<file path="src/rtl/div_int_pkg.sv">
// Shared constants for the iterative integer divider: FSM encoding and a
// counter-width helper evaluated at elaboration time.
package div_int_pkg;
  localparam logic [1:0] S_IDLE = 2'd0;
  localparam logic [1:0] S_RUN  = 2'd1;
  localparam logic [1:0] S_FIX  = 2'd2;

  function automatic int clog2(input int v);
    int r;
    r = 0;
    for (int i = 0; i < 32; i++)
      if ((1 << i) < v) r = i + 1;
    return r;
  endfunction
endpackage

</file>
<file path="src/rtl/div_int_step.sv">
// One restoring-division step: shift {P,A} left by one, subtract D from the
// widened partial remainder when it fits, and shift the quotient bit into A.
module div_int_step #(
  parameter int W = 32
) (
  input  logic [W-1:0]   p,
  input  logic [2*W-1:0] a,
  input  logic [W-1:0]   d,
  output logic [W-1:0]   p_nxt,
  output logic [2*W-1:0] a_nxt
);
  logic [W:0] ps;
  logic [W:0] diff;
  logic       ge;

  // P stays below D between steps, so the shifted value needs only one extra bit
  assign ps    = {p, a[2*W-1]};
  assign diff  = ps - {1'b0, d};
  assign ge    = ps >= {1'b0, d};
  assign p_nxt = ge ? diff[W-1:0] : ps[W-1:0];
  assign a_nxt = {a[2*W-2:0], ge};
endmodule

</file>
<file path="src/rtl/div_int_iter.sv">
// Iterative 2W/W signed/unsigned divider: one quotient bit per clock, fixed
// latency, separate divide-by-zero and overflow reporting.
module div_int_iter
  import div_int_pkg::*;
#(
  parameter int W = 32
) (
  input  logic           clk,
  input  logic           rst,
  input  logic           start,
  input  logic           sgn,
  input  logic [2*W-1:0] dnd,
  input  logic [W-1:0]   der,
  output logic           busy,
  output logic           done,
  output logic [W-1:0]   quo,
  output logic [W-1:0]   rem,
  output logic           err,
  output logic           dz
);
  localparam int CW = clog2(W);

  logic [1:0]     state;
  logic [CW-1:0]  count;
  logic           sgn_q, nnd, ner, dz_q, ovf_q;
  logic [W-1:0]   p, d, dnd_lo;
  logic [2*W-1:0] a;
  logic [W-1:0]   p_nxt;
  logic [2*W-1:0] a_nxt;
  logic [2*W-1:0] dnd_mag;
  logic [W-1:0]   der_mag;
  logic           qneg, sovf;
  logic [W-1:0]   q, r, lim;

  assign dnd_mag = (sgn && dnd[2*W-1]) ? -dnd : dnd;
  assign der_mag = (sgn && der[W-1]) ? -der : der;

  div_int_step #(.W(W)) u_step (
    .p(p), .a(a), .d(d), .p_nxt(p_nxt), .a_nxt(a_nxt)
  );

  // Negative quotients may reach 2^(W-1) in magnitude, positive ones one less
  always_comb begin
    qneg = nnd ^ ner;
    q    = a[W-1:0];
    r    = p;
    lim  = {1'b0, {(W-1){1'b1}}} + W'(qneg);
    sovf = sgn_q && (q > lim);
  end

  assign busy = (state != S_IDLE) || done;

  always_ff @(posedge clk) begin
    if (rst) begin
      state <= S_IDLE;
      count <= '0;
      done  <= 1'b0;
      quo   <= '0;
      rem   <= '0;
      err   <= 1'b0;
      dz    <= 1'b0;
    end else begin
      done <= 1'b0;
      case (state)
        S_IDLE: if (start && !done) begin
          state  <= S_RUN;
          count  <= '0;
          sgn_q  <= sgn;
          nnd    <= sgn & dnd[2*W-1];
          ner    <= sgn & der[W-1];
          d      <= der_mag;
          p      <= dnd_mag[2*W-1:W];
          a      <= {dnd_mag[W-1:0], {W{1'b0}}};
          dnd_lo <= dnd[W-1:0];
          dz_q   <= (der == '0);
          ovf_q  <= (dnd_mag[2*W-1:W] >= der_mag);
        end
        S_RUN: begin
          p     <= p_nxt;
          a     <= a_nxt;
          count <= count + 1'b1;
          if (count == CW'(W-1)) state <= S_FIX;
        end
        S_FIX: begin
          state <= S_IDLE;
          done  <= 1'b1;
          if (dz_q) begin
            err <= 1'b1;
            dz  <= 1'b1;
            quo <= '1;
            rem <= dnd_lo;
          end else if (ovf_q || sovf) begin
            err <= 1'b1;
            dz  <= 1'b0;
            quo <= '0;
            rem <= '0;
          end else begin
            err <= 1'b0;
            dz  <= 1'b0;
            quo <= qneg ? -q : q;
            rem <= nnd ? -r : r;
          end
        end
        default: state <= S_IDLE;
      endcase
    end
  end
endmodule

</file>
<file path="config.mk">
export PLATFORM = sky130hd
export DESIGN_NAME = div_int_iter
export DESIGN_NICKNAME = d
export VERILOG_FILES = /design/src/rtl/div_int_pkg.sv /design/src/rtl/div_int_step.sv /design/src/rtl/div_int_iter.sv
export SDC_FILE = /design/constraint.sdc
export NUM_CORES = 1
export LEC_CHECK = 0
export BUFFER_PORTS_ARGS = -buffer_cell sky130_fd_sc_hd__buf_2
export CORE_MARGIN = 8
export CORE_UTILIZATION = 49
export CTS_CLUSTER_DIAMETER = 40
export DETAILED_ROUTE_END_ITERATION = 6
export PLACE_DENSITY = 0.68
export SYNTH_ARGS = -nofsm -noshare
export SYNTH_HDL_FRONTEND = slang
export SYNTH_HIERARCHICAL = 1
export SYNTH_SLANG_ARGS = --single-unit
</file>
<file path="constraint.sdc">
create_clock -name clk -period 9.03 [get_ports clk]
set_input_delay 0.903 -clock clk [delete_from_list [all_inputs] [get_ports clk]]
set_output_delay 0.903 -clock clk [all_outputs]
set_load 0.05 [all_outputs]
</file>
==> flow_metrics.py, run 1 <==
metrics = {
    "floorplanning": {
        "die_y_um": 205,
        "initial_standard_cell_utilization_of_the_core_pct": 49.5,
        "dieWidth_um": 205,
        "floorplan.io_pins": 168,
        "die_area_um2": 42000,
        "num_rows": 69,
        "floorplan.core_area_um2": 35300,
    },
    "synth": {
        "synth.cell_area_um2": 17500,
        "combinational_family_with_the_most_area_after_synthesis": "simple AND/OR/NAND/NOR gates",
        "post_synth_inst_count": 1855,
        "number_of_synthesized_flops_with_an_enable_pin": 165,
        "synth_xor_area_share_pct": 10.3,
        "synth_seq_area_share_pct": 39.9,
        "post_synth_num_cell_types": 80,
        "synth_compound_gate_area_share_pct": 15.8,
        "synthesis.nets": 2057,
        "synth-adder-area-share_pct": 7.34,
        "ys_seq_elements": 266,
        "synthMuxAreaShare_pct": 3.71,
        "yosys_warnings": 6,
        "synthSimpleGateAreaFrac_pct": 16.5,
        "synthesis.area_per_instance_um2": 9.42,
        "synth-async-reset-ratio_pct": 0,
        "synth_ff_type": "sky130_fd_sc_hd__edfxtp_1",
    },
    "drt": {
        "dr.first_iter.drc_count": 954,
        "routed_wl_um": 48900,
        "vias_per_cell": 5.90,
        "drt.antenna.violating_nets": 0,
        "remaining_drc_errors": 0,
        "drt_first_pass_iters": 6,
        "wl_per_cell_um": 20.1,
        "dr_total_vias": 14400,
    },
    "sta": {
        "tightest_slew_ns": 1.20,
        "finalHoldViolCount": 0,
        "number_of_pins_exceeding_their_max_slew_limit_in_the_final_report": 0,
        "clock_skew_ns": 0.0182,
        "slew-limit-headroom_pct": 19.9,
        "fin_crit_sh_pct": 56.8,
        "max_freq_mhz": 195,
        "rsz0062_at_grt": "false",
        "setup_tns_final_ns": 0,
        "setup_viol": 0,
        "layout_min_cycle_time_ns": 5.13,
    },
    "cells_and_area": {
        "most_common_cell_after_layout_fill_and_taps_aside": "sky130_fd_sc_hd__buf_2",
        "most-common-layout-cells": "sky130_fd_sc_hd__buf_2 (167), sky130_fd_sc_hd__edfxtp_1 (165), sky130_fd_sc_hd__nor2_1 (156)",
        "final_layout_size_suffix_gt1_share_pct": 17.1,
        "areaGrowthSynthToFinish_pct": 12.2,
        "post-route-cell-area_um2": 19600,
        "multiInputGateArea_um2": 9410,
        "total_nets_final": 2144,
        "register_area_um2": 6980,
        "fillCellCount": 3193,
        "diodes": 0,
    },
    "cts": {
        "max_root_sink_buffers": 3,
        "cts-root-buf": "sky130_fd_sc_hd__clkbuf_16",
        "clk_latency_worst_skew_pair_ns": 0.54,
        "clock_tree_from_tritoncts": "built",
        "post-cts-setup-buffer-count": 0,
        "cts_htree_levels": 2,
        "cts_sinks": 266,
        "reg_clk_slew_reported_paths_ns": 0.06,
        "cts_resized": 0,
        "numCtsBuffers": 42,
        "holdBufCountCts": 0,
    },
    "critical_path": {
        "worst_reg_to_reg_cells": 11,
        "ff2ff_setup_slack_ns": 3.90,
        "crit_path_start": "nnd$_DFFE_PP_",
        "worstSetupEndpoint": "rem[30]$_SDFFE_PP0P_",
        "critPathCaptureType": "flip-flop",
        "r2r-start": "nnd$_DFFE_PP_",
        "cp_max_fo": 53,
        "worst_ep_required_time_ns": 9.46,
        "timing.rr.end": "rem[30]$_SDFFE_PP0P_",
        "cp_data_arrival_time_ns": 5.56,
        "worst-setup-path-type": "flip-flop to flip-flop",
        "setup.worst_path.start_class": "flip-flop",
    },
    "global_routing": {
        "global_route_met1_utilization_pct": 30.2,
        "overflow": 0,
        "grt_use_total_pct": 22.9,
        "gr-usage-met3_pct": 3.53,
        "grt_first_pass_wirelength_um": 77300,
        "busiest_layer": "met2",
        "met2_usage_pct": 37.7,
        "grt_start_max_net_pins": 94,
        "number_of_antenna_violations_at_the_first_check_in_global_routing": 0,
        "first_global_vias": 14300,
    },
    "pwr": {
        "leakage_uw": 0.00781,
        "power.ir.vdd_worst_uv": 172,
        "cellPowerDensity_nw_per_um2": 191,
    },
    "flow_run": {
        "maxCapViolations": 0,
    },
    "worst_hold_path": {
        "min-delay-path-class": "flip-flop to flip-flop",
    },
    "status": {
        "status": "completed",
    },
    "placed_design": {
        "detailedPlacementHpwl_um": 36600,
        "place_area_um2": 18300,
        "io_buffers": 167,
        "routabilityCongestion": 0.882,
    },
}
==> per-layer routing <==
layer,vias to the layer above,part of all wire [%]
li1,6863,-
met1,6906,44
met2,493,46
met3,98,6.4
met4,0,3.0
met5,-,0
==> metrics by stage <==
step	worst slack (ns)	total power (uW)	hold slack (ns)	instances	utilization, %
finish	3.90	3740	0.461	2434	55.5
global route	3.49	3900	0.486	2434	55.5
CTS	3.98	3770	0.464	2434	55.5
detailed placement	3.68	2190	0.451	2359	51.7
global placement	3.74	2180	0.448	2359	51.7
floorplan	0.643	2010	0.455	1855	-
==> Yosys cell counts, drive strengths merged, types with 61 or more instances <==
cell	count	area share, %
a21oi	140	4.0
buf	77	3.2
clkbuf	61	1.3
dfxtp	101	12
edfxtp	165	28
ha	101	7.2
inv	91	2.0
nand2	111	2.4
nor2	159	3.4
o21ai	125	3.6
xnor2	96	4.8
xor2	109	5.5
==> worst min-delay path by stage <==
stage                                 to            startpoint  depth (start not counted)  slack (ns)
floorplan           rem[25]$_SDFFE_PP0P_  dnd_lo[25]$_DFFE_PP_                          2        0.45
global placement    quo[29]$_SDFFE_PP0P_  quo[29]$_SDFFE_PP0P_                          2        0.45
detailed placement  quo[31]$_SDFFE_PP0P_  quo[31]$_SDFFE_PP0P_                          2        0.45
CTS                 quo[31]$_SDFFE_PP0P_  quo[31]$_SDFFE_PP0P_                          2        0.46
global route         quo[8]$_SDFFE_PP0P_   quo[8]$_SDFFE_PP0P_                          2        0.49
finish               quo[9]$_SDFFE_PP0P_   quo[9]$_SDFFE_PP0P_                          2        0.46
==> power by group <==
part / switching (uW) / total (uW) / internal (uW)
registers: 67.9 / 1450 / 1380
logic: 419 / 732 / 312
clock network: 596 / 1560 / 968
total: 1080 / 3740 / 2660
==> critical path, cell delays in order (launching register included) <==
cell	delay, ns
sky130_fd_sc_hd__edfxtp_1	1.08
sky130_fd_sc_hd__xor2_4	0.16
sky130_fd_sc_hd__buf_4	0.47
sky130_fd_sc_hd__inv_1	0.37
sky130_fd_sc_hd__ha_1	0.39
sky130_fd_sc_hd__nand4_1	0.10
sky130_fd_sc_hd__or4_1	0.56
sky130_fd_sc_hd__a41oi_1	0.25
sky130_fd_sc_hd__a31oi_1	0.10
sky130_fd_sc_hd__nor2_1	0.19
sky130_fd_sc_hd__nand3b_1	0.83
sky130_fd_sc_hd__o22ai_1	0.48
==> flip-flops by register name (all words and copies together), names as in the netlist, 2 cells and up <==
name	cells
dnd_lo	32
count	32
rem	32
a	64
p	32
state	2
d	32
quo	32
==> final cells by class <==
class / instances / share of cell area [%]
Sequential cell: 266 / 35.6
Multi-Input combinational cell: 1359 / 48.0
Timing Repair Buffer: 181 / 4.80
Clock inverter: 25 / 1.27
Tap cell: 461 / 2.94
Inverter: 92 / 1.76
Clock buffer: 50 / 5.62
==> cell families after synthesis <==
group,count (synthesis)
and+or+nand+nor,553
AOI/OAI and AO/OA,444
DFF,266
buffers and inverters,230
xor gates and xnor gates,205
adders and majority gates,102
muxes,55
No activity file was read; power rests on OpenSTA's default activity.
==> run 2, diff against run 1 <==
==> constraint.sdc (replaced) <==
create_clock -name clk -period 5.33 [get_ports clk]
set_input_delay 0.533 -clock clk [delete_from_list [all_inputs] [get_ports clk]]
set_output_delay 0.533 -clock clk [all_outputs]
set_load 0.05 [all_outputs]
==> flow_metrics.py, run 2 (synthesized netlist as in run 1, its figures left out) <==
metrics = {
    "cts": {
        "clk_latency_worst_skew_pair_ns": 0.54,
        "post-cts-setup-buffer-count": 0,
        "max_root_sink_buffers": 3,
        "reg_clk_slew_reported_paths_ns": 0.06,
        "cts_resized": 0,
        "cts_htree_levels": 2,
        "cts-root-buf": "sky130_fd_sc_hd__clkbuf_16",
        "numCtsBuffers": 42,
        "clock_tree_from_tritoncts": "built",
        "cts_sinks": 266,
        "holdBufCountCts": 0,
    },
    "flow_run": {
        "maxCapViolations": 0,
    },
    "sta": {
        "finalHoldViolCount": 0,
        "tightest_slew_ns": 1.25,
        "slew-limit-headroom_pct": 16.7,
        "rsz0062_at_grt": "false",
        "number_of_pins_exceeding_their_max_slew_limit_in_the_final_report": 0,
        "timing.final.ws_setup_ns": 1.09,
        "setup_viol": 0,
        "layout_min_cycle_time_ns": 4.24,
        "fin_crit_sh_pct": 79.6,
        "max_freq_mhz": 236,
        "clock_skew_ns": 0.0240,
        "setup_tns_final_ns": 0,
    },
    "cells_and_area": {
        "final_layout_size_suffix_gt1_share_pct": 17.4,
        "fillCellCount": 3142,
        "total_nets_final": 2144,
        "most-common-layout-cells": "sky130_fd_sc_hd__buf_2 (167), sky130_fd_sc_hd__edfxtp_1 (165), sky130_fd_sc_hd__nor2_1 (156)",
        "areaGrowthSynthToFinish_pct": 12.8,
        "regMostFlops": "a",
        "largest_register_ff_count": 64,
        "most_common_cell_after_layout_fill_and_taps_aside": "sky130_fd_sc_hd__buf_2",
        "post-route-cell-area_um2": 19700,
        "diodes": 0,
    },
    "critical_path": {
        "timing.critical_path.cells": "buf_4 -> xor2_4 -> buf_4 -> ha_1 -> nand4_1 -> or4_1 -> a41oi_1 -> a31oi_1 -> nor2_1 -> nand3b_1 -> o22ai_1",
        "cpMostUsedCell": "sky130_fd_sc_hd__buf_4",
        "path_delay_family": "simple AND/OR/NAND/NOR gates",
        "slowest_stage": "sky130_fd_sc_hd__nand3b_1",
        "worst_ep_required_time_ns": 5.75,
        "cpPeakStageDelay_ns": 0.74,
        "cp_data_arrival_time_ns": 4.67,
        "critPathCaptureType": "flip-flop",
        "worst-setup-path-type": "flip-flop to flip-flop",
        "setup.worst_path.start_class": "flip-flop",
        "crit_buf_inv": 2,
        "cp_max_fo": 52,
    },
    "drt": {
        "vias_per_cell": 5.84,
        "dr_total_vias": 14200,
        "drt.antenna.violating_nets": 0,
        "dr.first_iter.drc_count": 986,
        "wl_per_cell_um": 19.7,
        "remaining_drc_errors": 0,
        "drt_first_pass_iters": 5,
        "routed_wl_um": 47900,
    },
    "pwr": {
        "leakage_uw": 0.00787,
        "power.ir.vdd_worst_uv": 234,
        "cellPowerDensity_nw_per_um2": 328,
    },
    "floorplanning": {
        "num_rows": 69,
        "initial_standard_cell_utilization_of_the_core_pct": 49.5,
        "die_area_um2": 42000,
        "die_y_um": 205,
        "floorplan.io_pins": 168,
        "dieWidth_um": 205,
        "floorplan.core_area_um2": 35300,
    },
    "placed_design": {
        "detailedPlacementHpwl_um": 35900,
        "place_worst_setup_slack_ns": 0.765,
        "io_buffers": 167,
        "place_area_um2": 18300,
        "routabilityCongestion": 0.912,
    },
    "global_routing": {
        "overflow": 0,
        "grt_start_max_net_pins": 106,
        "grt_first_pass_wirelength_um": 76300,
        "grt_use_total_pct": 22.4,
        "first_global_vias": 14100,
        "number_of_antenna_violations_at_the_first_check_in_global_routing": 0,
    },
    "status": {
        "status": "completed",
    },
    "worst_hold_path": {
        "min-delay-path-class": "primary input to flip-flop",
    },
}
-- run 2: cell count changes in the layout (fill, tap and decap cells not counted), sizes merged --
| cell | before | now |
|---|---|---|
| bufinv | 3 | 2 |
| inv | 98 | 104 |
| clkbuf | 50 | 54 |
| clkinvlp | 4 | 3 |
| clkinv | 12 | 7 |
-- run 2: final cells by class --
type	count	area [um2]	area share (%)
Multi-Input combinational cell	1359	9420	47.8
Clock buffer	54	1210	6.14
Sequential cell	266	6980	35.4
Inverter	92	345	1.75
Timing Repair Buffer	181	941	4.77
Clock inverter	24	249	1.26
Tap cell	461	577	2.92
-- run 2: per-layer routing --
metal	wire length, um	track usage, %
met2	23200	38.0
met5	0	0
met1	20400	28.5
met3	2670	3.26
met4	1650	8.53
-- run 2: per-stage QoR --
stage                     hold slack, ns  cells  power (uW)  utilization (%)
final                              0.214   2437        6470             55.9
after global routing               0.205   2437        6750             55.9
after CTS                          0.196   2437        6510             55.9
after detailed placement           0.454   2359        3720             51.7
after global placement             0.446   2359        3680             51.7
after floorplan                    0.455   1855        3410                -
-- run 2: power by group --
group	switching, uW	internal, uW	total (uW)
Sequential	112	2340	2450
Combinational	711	530	1240
Clock	1040	1740	2780
Total	1860	4610	6470
-- run 2: path summary, 6_finish.rpt --
path	startpoint	to	slack, ns	depth (start not counted)
max	nnd$_DFFE_PP_	rem[30]$_SDFFE_PP0P_	1.09	11
min	dnd[18]	dnd_lo[18]$_DFFE_PP_	0.21	1
max reg2reg	nnd$_DFFE_PP_	rem[30]$_SDFFE_PP0P_	1.09	11
min reg2reg	quo[7]$_SDFFE_PP0P_	quo[7]$_SDFFE_PP0P_	0.46	2
